[src/rtl/ielfsr_pattern_sequencer_if.sv]
// Pattern stream from the sequencer to the CUT driver.
// A pattern moves on every clock edge where valid and ready are both high.
interface ielfsr_pattern_sequencer_if #(
    parameter int WIDTH = 8
);
    logic [WIDTH-1:0] data;
    logic             valid;
    logic             ready;

    modport master (output data, output valid, input ready);
    modport slave  (input data, input valid, output ready);
endinterface

[src/rtl/ielfsr_pattern_sequencer.sv]
// Two-phase BIST pattern source around a dual-mode, step-enable LFSR.
// A run seeds the LFSR to all ones. It then streams n0 patterns in mode 0,
// switches to mode 1 without reseeding, and streams n1 more patterns.
// The LFSR advances only when the consumer accepts a pattern.
// "set" is the asynchronous active-low reset of this block; it is not a preset.
module ielfsr_pattern_sequencer #(
    parameter int WIDTH = 8,
    parameter int CNT_W = 16
) (
    input  logic                 clk,
    input  logic                 set,
    input  logic                 start,
    input  logic                 abort,
    input  logic [CNT_W-1:0]     cfg_n0,
    input  logic [CNT_W-1:0]     cfg_n1,
    input  logic [WIDTH-1:0]     lfsr_q,
    output logic                 lfsr_set_n,
    output logic                 lfsr_mode,
    output logic                 lfsr_step,
    ielfsr_pattern_sequencer_if.master pat,
    output logic                 busy,
    output logic                 done,
    output logic [CNT_W:0]       tot_count
);

    typedef enum logic [2:0] {IDLE, SEED, PHASE0, SWITCH, PHASE1, DONE} state_t;

    localparam logic [CNT_W-1:0] CNT_ONE = 1;
    localparam logic [CNT_W:0]   TOT_ONE = 1;

    state_t           state;
    logic [CNT_W-1:0] n0_q;
    logic [CNT_W-1:0] n1_q;
    logic [CNT_W-1:0] cnt;
    logic             valid_q;
    logic             accept;
    logic             last0;
    logic             last1;

    // An abort in the same cycle cancels the handshake, so the LFSR never steps on it.
    assign accept    = valid_q & pat.ready & ~abort;
    assign lfsr_step = accept;
    assign pat.valid = valid_q;
    assign pat.data  = valid_q ? lfsr_q : '0;

    // The phase counters are never compared in a phase whose count is zero,
    // so subtracting one cannot wrap in a state where it matters.
    assign last0 = (cnt == n0_q - CNT_ONE);
    assign last1 = (cnt == n1_q - CNT_ONE);

    // Run sequencing: abort wins over start and accept; all outputs are registered here.
    always_ff @(posedge clk or negedge set) begin
        if (!set) begin
            state      <= IDLE;
            n0_q       <= '0;
            n1_q       <= '0;
            cnt        <= '0;
            valid_q    <= 1'b0;
            lfsr_set_n <= 1'b1;
            lfsr_mode  <= 1'b0;
            busy       <= 1'b0;
            done       <= 1'b0;
            tot_count  <= '0;
        end else if (abort) begin
            state      <= IDLE;
            cnt        <= '0;
            valid_q    <= 1'b0;
            lfsr_set_n <= 1'b1;
            lfsr_mode  <= 1'b0;
            busy       <= 1'b0;
            done       <= 1'b0;
        end else begin
            case (state)
                IDLE, DONE: begin
                    if (start) begin
                        state      <= SEED;
                        n0_q       <= cfg_n0;
                        n1_q       <= cfg_n1;
                        cnt        <= '0;
                        done       <= 1'b0;
                        tot_count  <= '0;
                        lfsr_mode  <= 1'b0;
                        lfsr_set_n <= 1'b0;
                        busy       <= 1'b1;
                    end
                end
                SEED: begin
                    lfsr_set_n <= 1'b1;
                    if (n0_q != '0) begin
                        state   <= PHASE0;
                        valid_q <= 1'b1;
                    end else if (n1_q != '0) begin
                        state     <= PHASE1;
                        valid_q   <= 1'b1;
                        lfsr_mode <= 1'b1;
                    end else begin
                        state <= DONE;
                        done  <= 1'b1;
                        busy  <= 1'b0;
                    end
                end
                PHASE0: begin
                    if (accept) begin
                        tot_count <= tot_count + TOT_ONE;
                        if (last0) begin
                            state     <= SWITCH;
                            valid_q   <= 1'b0;
                            lfsr_mode <= 1'b1;
                            cnt       <= '0;
                        end else begin
                            cnt <= cnt + CNT_ONE;
                        end
                    end
                end
                SWITCH: begin
                    if (n1_q != '0) begin
                        state   <= PHASE1;
                        valid_q <= 1'b1;
                    end else begin
                        state <= DONE;
                        done  <= 1'b1;
                        busy  <= 1'b0;
                    end
                end
                PHASE1: begin
                    if (accept) begin
                        tot_count <= tot_count + TOT_ONE;
                        if (last1) begin
                            state   <= DONE;
                            valid_q <= 1'b0;
                            done    <= 1'b1;
                            busy    <= 1'b0;
                            cnt     <= '0;
                        end else begin
                            cnt <= cnt + CNT_ONE;
                        end
                    end
                end
                default: begin
                    state <= IDLE;
                end
            endcase
        end
    end

endmodule
[src/flat_wrapper.sv]
// flat-port wrapper written by rule: the top's interface ports become plain ports
module ielfsr_pattern_sequencer_flat 
#(
    parameter int WIDTH = 8,
    parameter int CNT_W = 16
)
  (clk, set, start, abort, cfg_n0, cfg_n1, lfsr_q, lfsr_set_n, lfsr_mode, lfsr_step, busy, done, tot_count, pat_data, pat_valid, pat_ready);
  ielfsr_pattern_sequencer_if #(.WIDTH(WIDTH)) pat_i ();
  input  logic clk;
  input  logic set;
  input  logic start;
  input  logic abort;
  input  logic [CNT_W-1:0] cfg_n0;
  input  logic [CNT_W-1:0] cfg_n1;
  input  logic [WIDTH-1:0] lfsr_q;
  output logic lfsr_set_n;
  output logic lfsr_mode;
  output logic lfsr_step;
  output logic busy;
  output logic done;
  output logic [CNT_W:0] tot_count;
  output wire logic [$bits(pat_i.data)-1:0] pat_data;
  output wire logic [$bits(pat_i.valid)-1:0] pat_valid;
  input wire logic [$bits(pat_i.ready)-1:0] pat_ready;
  assign pat_data = pat_i.data;
  assign pat_valid = pat_i.valid;
  assign pat_i.ready = pat_ready;
  ielfsr_pattern_sequencer #(.WIDTH(WIDTH), .CNT_W(CNT_W)) u_core (.clk(clk), .set(set), .start(start), .abort(abort), .cfg_n0(cfg_n0), .cfg_n1(cfg_n1), .lfsr_q(lfsr_q), .lfsr_set_n(lfsr_set_n), .lfsr_mode(lfsr_mode), .lfsr_step(lfsr_step), .pat(pat_i), .busy(busy), .done(done), .tot_count(tot_count));
endmodule
[config.mk]
export PLATFORM = sky130hd
export DESIGN_NAME = ielfsr_pattern_sequencer_flat
export DESIGN_NICKNAME = d
export VERILOG_FILES = /design/src/rtl/ielfsr_pattern_sequencer_if.sv /design/src/rtl/ielfsr_pattern_sequencer.sv /design/src/flat_wrapper.sv
export SDC_FILE = /design/constraint.sdc
export NUM_CORES = 1
export LEC_CHECK = 0
export CORE_MARGIN = 10
export CORE_UTILIZATION = 30
export DETAILED_ROUTE_END_ITERATION = 7
export DONT_BUFFER_PORTS = 1
export PLACE_DENSITY = 0.49
export SLEW_MARGIN = 10
export SYNTH_ARGS = -nofsm -noshare
export SYNTH_HDL_FRONTEND = slang
export SYNTH_SLANG_ARGS = --single-unit
[constraint.sdc]
create_clock -name clk -period 4.74 [get_ports clk]
set_clock_uncertainty 0.2 [all_clocks]
set_input_delay 0.474 -clock clk [delete_from_list [all_inputs] [get_ports clk]]
set_output_delay 0.474 -clock clk [all_outputs]
set_load 0.05 [all_outputs]
==> results of run 1 <==
==> Yosys cell counts, types with 5 or more instances <==
| cell | count | area share, % |
|---|---|---|
| nor2_1 | 43 | 3.3 |
| inv_1 | 27 | 2.1 |
| nand4_1 | 7 | 0.90 |
| clkbuf_1 | 19 | 1.5 |
| o21bai_1 | 5 | 0.77 |
| nand4b_1 | 6 | 1.1 |
| or3_1 | 6 | 0.77 |
| xor2_1 | 28 | 5.1 |
| a21oi_1 | 17 | 1.8 |
| mux2_2 | 25 | 5.8 |
| and3_1 | 14 | 1.8 |
| o21bai_2 | 6 | 1.4 |
| xnor2_1 | 18 | 3.3 |
| nand2b_1 | 9 | 1.2 |
| nand3_1 | 15 | 1.5 |
| o21ai_1 | 6 | 0.62 |
| a22oi_1 | 11 | 1.7 |
| a211oi_1 | 8 | 1.2 |
| buf_6 | 5 | 1.2 |
| and2_1 | 12 | 1.5 |
| nor3_1 | 18 | 1.9 |
| dfrtp_1 | 72 | 37 |
| nor4_1 | 8 | 1.0 |
| nand2_1 | 41 | 3.2 |
| or4_1 | 5 | 0.77 |
| o21ai_0 | 30 | 3.1 |
==> sequential cells by signal, summed over array words and instances (netlist names) <==
register           cells
u_core.lfsr_mode       1
u_core.n1_q           16
u_core.n0_q           16
u_core.lfsr_set_n      1
u_core.busy            1
u_core.state           3
u_core.tot_count      17
u_core.done            1
u_core.pat.valid       1
u_core.cnt            16
==> power by group through the flow <==
stage                     Combinational, W  Sequential [W]  Clock [W]
after floorplan                   0.000948         0.00106          0
after global placement             0.00102         0.00121          0
after detailed placement           0.00103         0.00122          0
after CTS                          0.00106         0.00121   0.000709
after global routing               0.00117         0.00126   0.000737
final                              0.00105         0.00120   0.000688
==> path summary, 6_finish.rpt <==
kind	start	endpoint	slack (ps)	cells after the start
setup / recovery	u_core.n1_q[0]	u_core.cnt[3]	970	10
hold / removal	pat_ready	u_core.pat.valid	30	1
setup reg to reg	u_core.n1_q[0]	u_core.cnt[3]	970	10
hold reg to reg	u_core.n0_q[14]	u_core.n0_q[14]	360	1
max in group asynchronous	set	u_core.lfsr_set_n	3510	2
min in group asynchronous	set	u_core.tot_count[0]	460	2
==> area by class of cell <==
type | count | area [sq um]
inverter | 27 | 101.3
clock inverter | 7 | 68.82
fill | 1679 | 10540
sequential | 73 | 1828
tap | 216 | 270.3
clock buffer | 9 | 225.2
multi-input combinational | 407 | 2780
timing repair buffer | 6 | 70.07
==> metrics by stage <==
step / hold WS [ps] / util (%) / power, W / cell area [sq um] / std cells
floorplan: -21.59 / - / 0.002009 / 4847 / 534
global placement: -19.19 / 31.49 / 0.002235 / 5002 / 726
detailed placement: -18.91 / 31.49 / 0.002254 / 5002 / 726
CTS: 19.04 / 33.64 / 0.002975 / 5344 / 745
global route: 22.34 / 33.64 / 0.003160 / 5344 / 745
finish: 31.10 / 33.64 / 0.002940 / 5344 / 745
==> per-layer routing <==
metal | global-route usage (%) | vias to the layer above | part of all wire [%]
li1 | - | 1899 | -
met1 | 14.36 | 1880 | 44
met2 | 19.12 | 115 | 47
met3 | 4.300 | 15 | 7.0
met4 | 4.311 | 0 | 2.0
met5 | 0 | - | 0
==> cell families (layout without fill, tap and decap cells) <==
kind of cell	count (synthesis)	in the layout	synth area share (%)
AOI/OAI and AO/OA	118	118	16.73
xor gates and xnor gates	46	46	8.312
adders and majority gates	4	4	1.033
buffers and inverters	54	49	5.111
DFF	73	73	37.71
muxes	29	29	6.634
and+or+nand+nor	210	210	24.47
==> what timing repair did <==
item | 4_1_cts | 5_1_grt
hold endpoints to repair | 78 | 0
setup endpoints to repair | 0 | 0
hold buffers | 3 | 0
gates resized for setup | 0 | 0
==> qor.yml, run 1 <==
floorplan:
  core_sq_mm: 0.01589
  die_y_um: 147.1
  die_area_sq_mm: 0.02164
  ios: 76
  start_util_pct: 30.51
  dieWidth_um: 147.1
  num_rows: 46
timing:
  slew_violations: 0
  layout_setup_ws_ps: 967.6
  finalSetupTns_ps: 0
  grt_setup_unrepaired: "no"
  post-route-min-period_ps: 3772
  hold_violations: 0
  slew_headroom_pct: 26.40
  fin_crit_sh_pct: 79.59
  clock.fmax_mhz: 265.1
  tightest_slew_ps: 1104
  finalSetupViolCount: 0
outcome:
  outcome: "complete, no violations"
power_and_ir_drop:
  power_frac_comb_pct: 35.7
  worst_ir_drop_vdd_mv: 0.3328
  power_frac_clock_pct: 23.4
  p_sw_w: 0.001258
  swShare_pct: 42.78
  p_leak_nw: 2.117
  p_per_area_mw_per_mm2: 550.2
  intPower_w: 0.001682
  p_seq_share_pct: 40.9
worst_hold_path:
  hp-class: "input port to flop"
setup_path:
  cpMostUsedCell: "nand4b_1"
  worstPathCellList: "inv_1 -> ha_1 -> nor2b_1 -> nand4b_1 -> mux2i_1 -> a211oi_1 -> nand4b_1 -> and3_1 -> nor2_1 -> o211ai_1"
  worst-path-buf-inv: 1
  setup.worst_path.start_class: "flop"
  cp.required_ps: 4800
  crit_family: "simple AND/OR/NAND/NOR gates"
  end_kind: "flop"
  cp_slowest_stage_delay_ps: 950
  crit_type: "flop to flop"
  cpMaxStageDelayCell: "and3_1"
  cp_max_fo: 27
  arrival_ps: 3830
synth:
  synth_edf_count: 0
  ys_ff_latch: 73
  mappedNetlistArea_sq_mm: 0.004847
  syn_area_per_cell_sq_um: 9.077
  async_reset_ff_share_pct: 100.0
  yosysSeqAreaShare_pct: 37.71
  ys_types: 67
  yosysWarningCount: 0
  syn_nets: 583
  ys.flop_type: "dfrtp_1"
  syn_inst: 534
cts:
  htree_levels: 3
  cts_max_path_buffers: 2
  numCtsBuffers: 9
  cts.clk_slew.worst_paths_ps: 60
  clk_latency_ps: 350
  postCtsSetupBuffers: 0
  clkSinkCount: 73
  clockRootBuffer: "clkbuf_16"
  tritoncts: "done"
detailed_routing:
  vias: 3909
  drt-initial-drc-count: 134
  drt-vias-per-instance: 5.247
  dr.pass1.iters: 5
  wl_um: 12790
  drc: 0
  ant_nets: 0
  routedWlPerCell_um: 17.17
grt:
  antenna_found_initial: 0
  grt_start_max_net_pins: 74
  gr-total-overflow: 0
  grt_pass1_wl_um: 20930
  track_usage_pct: 11.92
  grt_pass1_vias: 3904
place:
  dp_slack_ps: 1000
  portBuffers: 0
  finalWeightedCongestion: 0.8426
  dp_hpwl_um: 9619
final_layout:
  drive_above_1_share_pct: 13.42
  nNetsFinal: 573
  syn_to_final_growth_pct: 10.25
  layout_common_cells: "dfrtp_1, nor2_1, nand2_1"
  final_common_cell: "dfrtp_1"
  num_antenna_cells: 0
run:
  drv_cap: 0
Note: power is estimated with default switching activity, not from simulation.
==> run 2: changes to the inputs <==
Clock period 4.74 ns to 3.7 ns, I/O delays scaled along.
==> qor.yml, run 2 (synthesized netlist as in run 1, its figures left out) <==
floorplan:
  num_rows: 46  # unchanged
  core_sq_mm: 0.01589  # unchanged
  ios: 76  # unchanged
  dieWidth_um: 147.1  # unchanged
  die_y_um: 147.1  # unchanged
  start_util_pct: 30.51  # unchanged
  die_area_sq_mm: 0.02164  # unchanged
cts:
  numCtsBuffers: 9  # unchanged
  clk_latency_ps: 350  # about the same
  ctsResizeCount: 0  # unchanged
  clockRootBuffer: "clkbuf_16"  # unchanged
  cts_hold_buffers: 36  # was 3
  tritoncts: "done"  # unchanged
  cts_max_path_buffers: 2  # unchanged
  clkSinkCount: 73  # unchanged
  cts.clk_slew.worst_paths_ps: 60  # about the same
  postCtsSetupBuffers: 0  # unchanged
  htree_levels: 3  # unchanged
setup_path:
  worstPathCellList: "inv_1 -> ha_1 -> nor4b_4 -> nand2_1 -> or4_1 -> o211ai_1 -> nand3_2 -> o311a_4 -> nor2_1 -> o211ai_1"  # was inv_1 -> ha_1 -> nor2b_1 -> nand4b_1 -> mux2i_1 -> a211oi_1 -> nand4b_1 -> and3_1 -> nor2_1 -> o211ai_1
  timing.rr.start: "u_core.n0_q[0]"  # was u_core.n1_q[0]
  cpMostUsedCell: "o211ai_1"  # was nand4b_1
  reg2reg_slack_ps: 420  # was 970 ps
  arrival_ps: 3300  # was 3830 ps
  setup.worst_path.start_class: "flop"  # unchanged
  reg2reg_depth: 10  # unchanged
  cp.required_ps: 3720  # was 4800 ps
  crit_type: "flop to flop"  # unchanged
  worst-path-buf-inv: 1  # unchanged
  cp_slowest_stage_delay_ps: 510  # was 950 ps
  end_kind: "flop"  # unchanged
  r2r_end: "u_core.cnt[15]"  # was u_core.cnt[3]
  cpMaxStageDelayCell: "or4_1"  # was and3_1
  crit_family: "simple AND/OR/NAND/NOR gates"  # unchanged
  cp_max_fo: 27  # unchanged
power_and_ir_drop:
  p_leak_nw: 2.290  # was 2.117 nW
  worst_ir_drop_vdd_mv: 0.3106  # was 0.3328 mV
  p_per_area_mw_per_mm2: 679.0  # was 550.2 mW/mm^2
grt:
  grt_pass1_wl_um: 21290  # was 20930 um
  antenna_found_initial: 0  # unchanged
  grt_start_max_net_pins: 74  # unchanged
  grt_pass1_vias: 4098  # was 3904
  gr-total-overflow: 0  # unchanged
  track_usage_pct: 12.00  # was 11.92%
timing:
  finalSetupTns_ps: 0  # unchanged
  fin_crit_sh_pct: 88.54  # was 79.59%
  whs_ps: 22.82  # was 31.10 ps
  hold_violations: 0  # unchanged
  finalSetupViolCount: 0  # unchanged
  post-route-min-period_ps: 3276  # was 3772 ps
  slew_violations: 0  # unchanged
  slew_headroom_pct: 39.43  # was 26.40%
  clock.fmax_mhz: 305.2  # was 265.1 MHz
  grt_setup_unrepaired: "no"  # unchanged
  tightest_slew_ps: 905.3  # was 1104 ps
detailed_routing:
  routedWlPerCell_um: 16.51  # was 17.17 um
  drt-vias-per-instance: 5.189  # was 5.247
  vias: 4058  # was 3909
  dr.pass1.iters: 4  # was 5
  drc: 0  # unchanged
  ant_nets: 0  # unchanged
  wl_um: 12910  # was 12790 um
  drt-initial-drc-count: 233  # was 134
final_layout:
  syn_to_final_growth_pct: 18.61  # was 10.25%
  drive_above_1_share_pct: 13.25  # was 13.42%
  nNetsFinal: 610  # was 573
  nFillCells: 1636  # was 1679
  num_antenna_cells: 0  # unchanged
  final_common_cell: "dfrtp_1"  # unchanged
  largest_reg_flops: 17  # unchanged
  largest_register: "u_core.tot_count"  # unchanged
  layout_common_cells: "dfrtp_1, nor2_1, nand2_1"  # unchanged
place:
  portBuffers: 0  # unchanged
  finalWeightedCongestion: 0.9113  # was 0.8426
  dp_hpwl_um: 9620  # was 9619 um
worst_hold_path:
  hold_end: "u_core.state[2]"  # was u_core.pat.valid
  min_path_cells: 3  # was 1
  hp-class: "input port to flop"  # unchanged
  min_from: "start"  # was pat_ready
outcome:
  outcome: "complete, no violations"  # unchanged
run:
  drv_cap: 0  # unchanged
==> run 2: worst max path at each step <==
stage / depth (start not counted) / start / to
CTS: 10 / u_core.n0_q[0] / u_core.cnt[15]
global route: 10 / u_core.n0_q[0] / u_core.cnt[4]
detailed placement: 10 / u_core.n0_q[0] / u_core.cnt[15]
global placement: 10 / u_core.n0_q[0] / u_core.cnt[3]
floorplan: 11 / u_core.n0_q[0] / u_core.cnt[8]
finish: 10 / u_core.n0_q[0] / u_core.cnt[15]
==> run 2: worst min-delay path: stages <==
cell     delay (ps)
nand2_1          50
nand2_1          60
a21oi_1          50
==> run 2: metal layers <==
| layer | routed length [um] | vias up | track usage, % | part of all wire (%) |
|---|---|---|---|---|
| met2 | 6133 | 117 | 19.43 | 48 |
| met5 | 0 | - | 0 | 0 |
| met4 | 197 | 0 | 4.113 | 1.5 |
| li1 | - | 1979 | - | - |
| met1 | 5718 | 1945 | 14.70 | 44 |
| met3 | 861 | 17 | 3.808 | 6.7 |
==> run 2: report_power, final <==
| group | internal, W | switching (W) | total, W |
|---|---|---|---|
| sequential | 0.00103 | 0.000482 | 0.00151 |
| clock | 0.000597 | 0.000373 | 0.000970 |
| combinational | 0.000644 | 0.000779 | 0.00142 |
==> run 2: final cells by class <==
type	instances	area, sq um	share of cell area (%)
inverter	27	101.3	1.763
multi-input combinational	407	2780	48.36
clock inverter	7	101.3	1.763
sequential	73	1828	31.80
tap	216	270.3	4.701
timing repair buffer	43	442.9	7.704
clock buffer	9	225.2	3.917
==> run 2: stage by stage <==
stage	area (sq um)	setup WS, ps	std cells	util [%]	total power (W)
after floorplan	4847	880.6	534	-	0.002574
after global placement	5045	487.8	730	31.76	0.002875
after detailed placement	5045	453.2	730	31.76	0.002901
after CTS	5749	429.7	782	36.19	0.003945
after global routing	5749	165.3	782	36.19	0.004186
final	5749	423.9	782	36.19	0.003904
==> run 3: changes to the inputs <==
Settings changed: CORE_ASPECT_RATIO set to 1.4, SKIP_LAST_GASP set to 1.
==> qor.yml, run 3 (synthesized netlist as in run 1, its figures left out) <==
timing:
  layout_setup_ws_ps: 245.6  # was 423.9 ps
  finalSetupTns_ps: 0  # unchanged
  post-route-min-period_ps: 3454  # was 3276 ps
  grt_setup_unrepaired: "yes"  # was no
  slew_violations: 0  # unchanged
  clock.fmax_mhz: 289.5  # was 305.2 MHz
  slew_headroom_pct: 34.84  # was 39.43%
  fin_crit_sh_pct: 93.36  # was 88.54%
  tightest_slew_ps: 973.8  # was 905.3 ps
  finalSetupViolCount: 0  # unchanged
  hold_violations: 0  # unchanged
place:
  dp_hpwl_um: 10030  # was 9620 um
  dp_slack_ps: 290.7  # was 453.2 ps
  postPlaceCellArea_sq_mm: 0.005022  # was 0.005045 sq mm
  finalWeightedCongestion: 0.8623  # was 0.9113
  portBuffers: 0  # unchanged
cts:
  clkSinkCount: 73  # unchanged
  cts.clk_slew.worst_paths_ps: 60  # about the same
  htree_levels: 3  # unchanged
  numCtsBuffers: 9  # unchanged
  clk_latency_ps: 360  # was 350 ps
  clockRootBuffer: "clkbuf_16"  # unchanged
  cts_max_path_buffers: 2  # unchanged
  tritoncts: "done"  # unchanged
floorplan:
  die_area_sq_mm: 0.02171  # was 0.02164 sq mm
  ios: 76  # unchanged
  num_rows: 54  # was 46
  dieWidth_um: 127.4  # was 147.1 um
  die_y_um: 170.4  # was 147.1 um
  start_util_pct: 30.79  # was 30.51%
  core_sq_mm: 0.01574  # was 0.01589 sq mm
detailed_routing:
  dr.pass1.iters: 4  # unchanged
  wl_um: 13460  # was 12910 um
  drt-vias-per-instance: 5.310  # was 5.189
  vias: 4062  # was 4058
  drt-initial-drc-count: 210  # was 233
  drc: 0  # unchanged
  routedWlPerCell_um: 17.59  # was 16.51 um
  ant_nets: 0  # unchanged
outcome:
  outcome: "complete, no violations"  # unchanged
final_layout:
  syn_to_final_growth_pct: 18.40  # was 18.61%
  largest_register: "u_core.tot_count"  # unchanged
  stdcell_area_sq_mm: 0.005739  # was 0.005749 sq mm
  nNetsFinal: 613  # was 610
  final_common_cell: "dfrtp_1"  # unchanged
  largest_reg_flops: 17  # unchanged
  nFillCells: 1594  # was 1636
  layout_common_cells: "dfrtp_1, nor2_1, nand2_1"  # unchanged
  drive_above_1_share_pct: 15.11  # was 13.25%
  fin_util_pct: 36.46  # was 36.19%
  num_antenna_cells: 0  # unchanged
run:
  drv_cap: 0  # unchanged
setup_path:
  crit_type: "flop to flop"  # unchanged
  cp_max_fo: 5  # was 27
  end_kind: "flop"  # unchanged
  setup.worst_path.start_class: "flop"  # unchanged
  cp.required_ps: 3740  # was 3720 ps
  reg2reg_slack_ps: 250  # was 420 ps
  arrival_ps: 3490  # was 3300 ps
grt:
  grt_pass1_wl_um: 21890  # was 21290 um
  gr-total-overflow: 0  # unchanged
  antenna_found_initial: 0  # unchanged
  track_usage_pct: 12.53  # was 12.00%
  grt_start_max_net_pins: 74  # unchanged
  grt_pass1_vias: 4063  # was 4098
power_and_ir_drop:
  p_per_area_mw_per_mm2: 679.3  # was 679.0 mW/mm^2
  p_leak_nw: 2.302  # was 2.290 nW
  worst_ir_drop_vdd_mv: 0.3247  # was 0.3106 mV
worst_hold_path:
  hp-class: "input port to flop"  # unchanged
==> run 3: cell count changes in the layout (fill, tap and decap cells not counted), sizes merged <==
cell / change
buf: +3
bufinv: -1
clkinv: +4
clkinvlp: -1
inv: -2
==> run 3: stage by stage <==
stage          std cells  hold slack (ps)  power (W)
3_3_place_gp         712           -121.3   0.002904
2_1_floorplan        534           -125.6   0.002574
3_5_place_dp         712           -121.4   0.002928
6_report             765            52.85   0.003899
4_1_cts              764            42.24   0.003893
5_1_grt              765            87.05   0.004181
==> run 3: path summary, 6_finish.rpt <==
kind                            startpoint           endpoint  cells past startpoint
min in group asynchronous              set     u_core.n1_q[2]                      2
hold / removal                       start    u_core.state[2]                      3
setup / recovery            u_core.n0_q[1]   u_core.pat.valid                     11
setup reg to reg            u_core.n0_q[1]   u_core.pat.valid                     11
max in group asynchronous              set  u_core.lfsr_set_n                      2
hold reg to reg            u_core.n0_q[14]    u_core.n0_q[14]                      1
==> run 3: area by class of cell <==
cell class              count  area [sq um]  area share [%]
multi-input cells         407          2815           49.05
flip-flops and latches     73          1829           31.87
repair buffers             46         452.9           7.892
well taps                 196         245.2           4.273
clock buffers               9         225.2           3.924
inverters                  27         101.3           1.766
clock inverters             7         70.07           1.221
==> run 3: layer usage <==
layer / routed length, um / vias up / global-route usage [%]
li1: - / 1983 / -
met1: 5693 / 1984 / 14.57
met2: 6831 / 82 / 20.93
met3: 660 / 13 / 3.389
met4: 272 / 0 / 5.757
met5: 0 / - / 0
==> run 3: critical path, stage by stage, from the launching register on <==
cell and delay (ps):
dfrtp_1 430, inv_2 90, ha_4 150, nor4b_4 320, nand2_1 110, or4_1 510, o211ai_1 160, nand3_2 130
or3_4 380, o22ai_1 170, a311oi_1 110, dlygate4sd3_1 570
==> run 3: what timing repair did <==
item	in CTS	in global routing
setup buffers	0	1
hold buffers	36	0
setup endpoints to repair	0	3
endpoints found under the hold margin	113	0
resized for setup	0	9
==> run 3: report_power, final <==
group	internal (W)	switching [W]	total (W)	leakage, nW
logic	0.000682	0.000801	0.00148	1.21
registers	0.00103	0.000495	0.00152	0.941
clock network	0.000521	0.000370	0.000891	0.146
total	0.00223	0.00167	0.00390	2.30
